### src/rtl/memsys_prims_pkg.sv
// Shared constants and helpers for the memory-subsystem primitive cells:
// crossbar control encodings, decoder widths and the one-hot decode function.
package memsys_prims_pkg;

    localparam int DEF_WIDTH = 32;

    localparam logic SWAP_STRAIGHT = 1'b0;
    localparam logic SWAP_CROSSED  = 1'b1;

    localparam int DEC_IN  = 2;
    localparam int DEC_OUT = 4;

    function automatic logic [DEC_OUT-1:0] dec_onehot(input logic [DEC_IN-1:0] s);
        logic [DEC_OUT-1:0] r;
        case (s)
            2'd0:    r = 4'b0001;
            2'd1:    r = 4'b0010;
            2'd2:    r = 4'b0100;
            2'd3:    r = 4'b1000;
            default: r = 4'b0000;
        endcase
        return r;
    endfunction

endpackage

### src/rtl/memsys_enreg.sv
// Enabled register with synchronous active-high reset; reset beats enable.
// Reused standalone for pointers and per-entry valid flags.
module memsys_enreg
    import memsys_prims_pkg::*;
#(
    parameter int               WIDTH   = DEF_WIDTH,
    parameter logic [WIDTH-1:0] RST_VAL = {WIDTH{1'b0}}
) (
    input  logic             ph1,
    input  logic             reset,
    input  logic             en,
    input  logic [WIDTH-1:0] d,
    output logic [WIDTH-1:0] q
);

    logic [WIDTH-1:0] q_d;
    logic [WIDTH-1:0] q_q;

    // next-state: load when enabled, otherwise hold
    always_comb begin
        q_d = q_q;
        if (en) begin
            q_d = d;
        end else begin
            q_d = q_q;
        end
    end

    // state register, reset sampled on the clock edge only
    always_ff @(posedge ph1) begin
        if (reset) begin
            q_q <= RST_VAL;
        end else begin
            q_q <= q_d;
        end
    end

    assign q = q_q;

endmodule

### src/rtl/memsys_prims.sv
// Primitive cell bundle: two-way swap crossbar, 2-to-4 one-hot decoder and an
// enabled register. The three functions share no state.
module memsys_prims
    import memsys_prims_pkg::*;
#(
    parameter int               WIDTH   = DEF_WIDTH,
    parameter logic [WIDTH-1:0] RST_VAL = {WIDTH{1'b0}}
) (
    input  logic                ph1,
    input  logic                reset,
    input  logic [WIDTH-1:0]    a,
    input  logic [WIDTH-1:0]    b,
    input  logic                swap,
    output logic [WIDTH-1:0]    y0,
    output logic [WIDTH-1:0]    y1,
    input  logic [DEC_IN-1:0]   sel,
    output logic [DEC_OUT-1:0]  onehot,
    input  logic                en,
    input  logic [WIDTH-1:0]    d,
    output logic [WIDTH-1:0]    q
);

    // crossbar routing; outputs always driven, independent of clock and reset
    always_comb begin
        y0 = a;
        y1 = b;
        case (swap)
            SWAP_STRAIGHT: begin
                y0 = a;
                y1 = b;
            end
            SWAP_CROSSED: begin
                y0 = b;
                y1 = a;
            end
            default: begin
                y0 = a;
                y1 = b;
            end
        endcase
    end

    // pointer decode, deliberately untouched by reset
    always_comb begin
        onehot = dec_onehot(sel);
    end

    memsys_enreg #(
        .WIDTH   (WIDTH),
        .RST_VAL (RST_VAL)
    ) u_enreg (
        .ph1   (ph1),
        .reset (reset),
        .en    (en),
        .d     (d),
        .q     (q)
    );

endmodule

### config.mk
export PLATFORM = sky130hd
export DESIGN_NAME = memsys_prims
export DESIGN_NICKNAME = d
export VERILOG_FILES = /design/src/rtl/memsys_prims_pkg.sv /design/src/rtl/memsys_enreg.sv /design/src/rtl/memsys_prims.sv
export SDC_FILE = /design/constraint.sdc
export NUM_CORES = 1
export LEC_CHECK = 0
export BUFFER_PORTS_ARGS = -buffer_cell sky130_fd_sc_hd__buf_2
export CORE_MARGIN = 3
export CORE_UTILIZATION = 38
export DETAILED_ROUTE_END_ITERATION = 10
export PLACE_DENSITY = 0.82
export SYNTH_ARGS = -nofsm -noshare
export SYNTH_HDL_FRONTEND = slang
export SYNTH_SLANG_ARGS = --single-unit
### constraint.sdc
create_clock -name ph1 -period 1.02 [get_ports ph1]
set_input_delay 0.102 -clock ph1 [delete_from_list [all_inputs] [get_ports ph1]]
set_output_delay 0.102 -clock ph1 [all_outputs]
set_load 0.03 [all_outputs]
## Word level (Yosys, flattened, before mapping)

Cells that the tools add are included.

- Flip-flop bits (word level): 32
- Input bits: 102
- Output and inout port bits: 100
- Logic and storage cells: 9

- Equal/unequal tests: 3
- Multiplexer cells: 3
- Bitwise logic cells: 1
- Reduce and logical (&&, ||, !) cells: 1

Operator list:

| operator | count |
|---|---|
| $pmux W32 S2 | 2 |
| $pmux W4 S4 | 1 |
| $eq A2 B2 Y1 const B | 2 |
| $eq A2 B1 Y1 const B | 1 |
| $logic_not A2 Y1 | 1 |
| $not A1 Y1 | 1 |

## Logic depth before layout (Yosys ltp)

- Word-level depth: 2
- Gate-level depth with buffers: 4
- Depth with buffers taken out: 2

## Cells and area by module

From an unflattened synthesis, not the netlist that was laid out.

- Cell total of the unflattened synthesis: 178
- Area total of the unflattened synthesis: 2263.4 sq um

By module, submodules not included:

| module | instances | cells each | area an instance (sq um) | seq. area each (sq um) |
|---|---|---|---|---|
| memsys_enreg | 1 | 103 | 1163.6 | 640.6 |
| memsys_prims | 1 | 75 | 1099.8 | 0.0 |

## Worst setup path before layout

No wires, ideal clock.

- Path kind: input to output
- From: input swap
- To: output y0[0]
- Data arrival time: 771 ps
- Setup slack: 147 ps
- Stages on the path: 3
- Buffers on the path: 2
- Cell sequence: buf_6 > buf_12 > mux2_4

- Longest elaborated chain between the ends: 2

Ends and longest elaborated chain:

| what | line | text |
|---|---|---|
| start: declaration | memsys_prims.sv:13 | `input logic swap,` |
| $not A1 Y1 | memsys_prims.sv:27 | `case (swap)` |
| $pmux W32 S2 (*) | memsys_prims.sv:27 |  |
| end: declaration | memsys_prims.sv:14 | `output logic [WIDTH-1:0] y0,` |

Mark *: on every way between the ends. The rest lies on a longest branch, timed or not.

## Worst setup path after layout

- From: input swap
- To: output y1[31]

- Longest elaborated chain between the ends: 2

Ends and longest elaborated chain:

| what | line | text |
|---|---|---|
| $not A1 Y1 | memsys_prims.sv:27 |  |
| $pmux W32 S2 (*) | memsys_prims.sv:27 |  |
| end: declaration | memsys_prims.sv:15 | `output logic [WIDTH-1:0] y1,` |

Marks and branches as above.

==> flow_summary_export.csv <==
group,metric,value,unit
status,status,"finished clean",
global_routing,antenna_found_initial,0,
worst_setup_path,timing.rr.end,"u_enreg.q[31]",
cts,clkTransAtPathRegs,0.06,ns
worst_setup_path,ff2ff_setup_slack,0.38,ns
detailed_routing,drtPass1Iterations,3,
worst_setup_path,reg2reg_from,"u_enreg.q[31]",
cts,cts_buffer_depth,2,
pwr,power,4380,uW
sta,period_share,96.6,%
sta,setup_viol,0,
yosys,synth_top_family_by_area,"multiplexers",
cts,cts.sinks,32,
global_routing,grtUsageMet3,4.99,%
yosys,syn_avg_cell_area,12.5,um2
sta,fin_crit,0.985,ns
global_routing,grt_use_met1,15.3,%
detailed_routing,drc,0,
place,dp_hpwl,5290,um
cells_and_area,drive_above_1_share,73.9,%
detailed_routing,num_vias,2100,
detailed_routing,wl,6280,um
global_routing,grt_max_degree,33,
global_routing,gr-usage-met2,31.5,%
place,portBuffers,201,
sta,hold_slack,0.0653,ns
yosys,ys.warnings.count,0,
floorplan,dieArea,6830,um2
cells_and_area,num_antenna_cells,0,
sta,finClkSkew,0,ns
yosys,synth-compound-area-share,0,%
worst_setup_path,crit_path_max_fanout,8,
detailed_routing,detail-route-antenna-nets,0,
yosys,synth_top_area_cell,"mux2_4",
worst_setup_path,cp-end-kind,"output pin",
yosys,ys_seq_elements,32,
place,dp_slack,-0.0563,ns
global_routing,grt_usage,16.0,%
worst_setup_path,path_class,"in2out",
sta,finalSetupTns,0,ns
worst_setup_path,rr_worst_depth,2,
cells_and_area,final_common_cell,"buf_2",
yosys,synthTopCellsByArea,"mux2_4 40%, dfxtp_1 29%, mux2i_1 14%",
yosys,ys_types,11,
cts,cts_hold_buf,0,
global_routing,grt_pass1_wl,8510,um
worst_setup_path,worstSetupStartpointType,"input pin",
floorplan,core,5610,um2
worst_setup_path,cp-startpoint,"swap",
floorplan,die_w,82.7,um
sta,slew_headroom,64.6,%
yosys,ys_seq_area_share,28.7,%
sta,rsz0062_at_grt,"no",
yosys,syn_inst,178,
cts,cts_tree,"yes",
yosys,syn_nets,280,
global_routing,grt_overflow,0,
worst_setup_path,crit_end,"y1[31]",
job,drv_cap,0,
yosys,netlist_area,2230,um2
cells_and_area,fin_nets,484,
floorplan,die_h,82.7,um
worst_setup_path,crit_arrival,0.88,ns
detailed_routing,initialDrtViolationCount,35,
sta,tightest_slew,0.530,ns
sta,layout_setup_ws,0.0345,ns
floorplan,boundaryPins,202,
sta,final_max_slew_viol_count,0,
worst_setup_path,cp.required,0.92,ns
pwr,power.density,1270,nW/um2
yosys,synth_fa_ha_area_share,0,%
yosys,netlist.area_leader.share,40.3,%
cts,cts_buffers,5,
cells_and_area,final_cell_mix,"199 x buf_2, 60 x mux2_4, 33 x nor2_1, 32 x mux2i_1, 32 x dfxtp_1",
cts,root_buffer,"clkbuf_8",
worst_hold_path,hold_path_class,"in2reg",
global_routing,first_global_vias,1869,
sta,report.final.hold_viol_count,0,
floorplan,start_util,39.8,%
cts,cts_setup_buffers,0,
yosys,muxShareOfSynthArea,56.7,%
cells_and_area,largest_register_ffs,32,
place,place_congestion,0.714,
place,postPlaceCellArea,3250,um2
cells_and_area,finalInstanceArea,3450,um2
global_routing,grt_busiest_layer,"met2",
pwr,vdd_drop_max,1240,uV
yosys,synth_simple_gate_area_share,6.39,%
cells_and_area,nFillCells,470,
pwr,leakagePower,0.00201,uW
floorplan,rows,27,
yosys,synth_xor_area_share,0,%
detailed_routing,vias_per_cell,4.62,
detailed_routing,post_drt_wl_per_cell,13.8,um
cts,insertion_delay,0.27,ns
cells_and_area,areaGrowthSynthToFinish,54.7,%
sta,max_freq,1010,MHz
cts,htree_levels,2,
cells in the mapped netlist (all sizes together):
| cell type | n |
|---|---|
| nor2 | 33 |
| dfxtp | 32 |
| clkbuf | 3 |
| mux2 | 64 |
| mux2i | 32 |
| and2 | 1 |
| buf | 11 |
| nor2b | 2 |
cell type report:
cell class                      count  area (um2)  area share [%]
Multi-Input combinational cell    132        1410            40.8
Timing Repair Buffer              211        1190            34.4
Sequential cell                    32         641            18.5
Clock buffer                        7        96.3            2.79
Tap cell                           72        90.1            2.61
Clock inverter                      1        30.0           0.869
cells by family after synthesis:
logic type,count (synthesis)
muxes,96
buffers and inverters,14
and+or+nand+nor,36
DFF,32
power breakdown:
part | switching (uW) | internal, uW | total, uW | leakage (uW)
Clock | 409 | 861 | 1270 | 0.0000645
Combinational | 995 | 756 | 1750 | 0.00168
Sequential | 35.5 | 1330 | 1360 | 0.000264
critical path, cell delays in order:
cell    delay (ns)
buf_12        0.12
buf_4         0.15
mux2_2        0.33
buf_2         0.18
what timing repair did:
action	CTS	global route
resized for setup	4	4
pin swaps	0	0
gates cloned	1	1
endpoints found under the setup margin	54	29
hold endpoints to repair	0	0
worst min-delay path by stage:
| stage | start | endpoint | slack (ns) | cells after the start |
|---|---|---|---|---|
| 2_1_floorplan | reset | u_enreg.q[25] | 0.17 | 1 |
| 3_3_place_gp | d[7] | u_enreg.q[7] | 0.33 | 3 |
| 3_5_place_dp | d[20] | u_enreg.q[20] | 0.35 | 3 |
| 5_1_grt | d[20] | u_enreg.q[20] | 0.06 | 3 |
| 4_1_cts | d[20] | u_enreg.q[20] | 0.06 | 3 |
| 6_report | d[20] | u_enreg.q[20] | 0.07 | 3 |
layer usage:
layer | vias up | part of all wire, % | routed length [um]
li1 | 1026 | - | -
met1 | 941 | 34 | 2130
met2 | 124 | 52 | 3270
met3 | 9 | 12 | 768
met4 | 0 | 1.7 | 109
met5 | - | 0 | 0
per-stage QoR:
stage          utilization [%]  std cells
3_3_place_gp              57.9        445
5_1_grt                   61.6        455
3_5_place_dp              57.9        445
6_report                  61.6        455
4_1_cts                   60.8        454
2_1_floorplan                -        178
No activity file was read; power rests on OpenSTA's default activity.
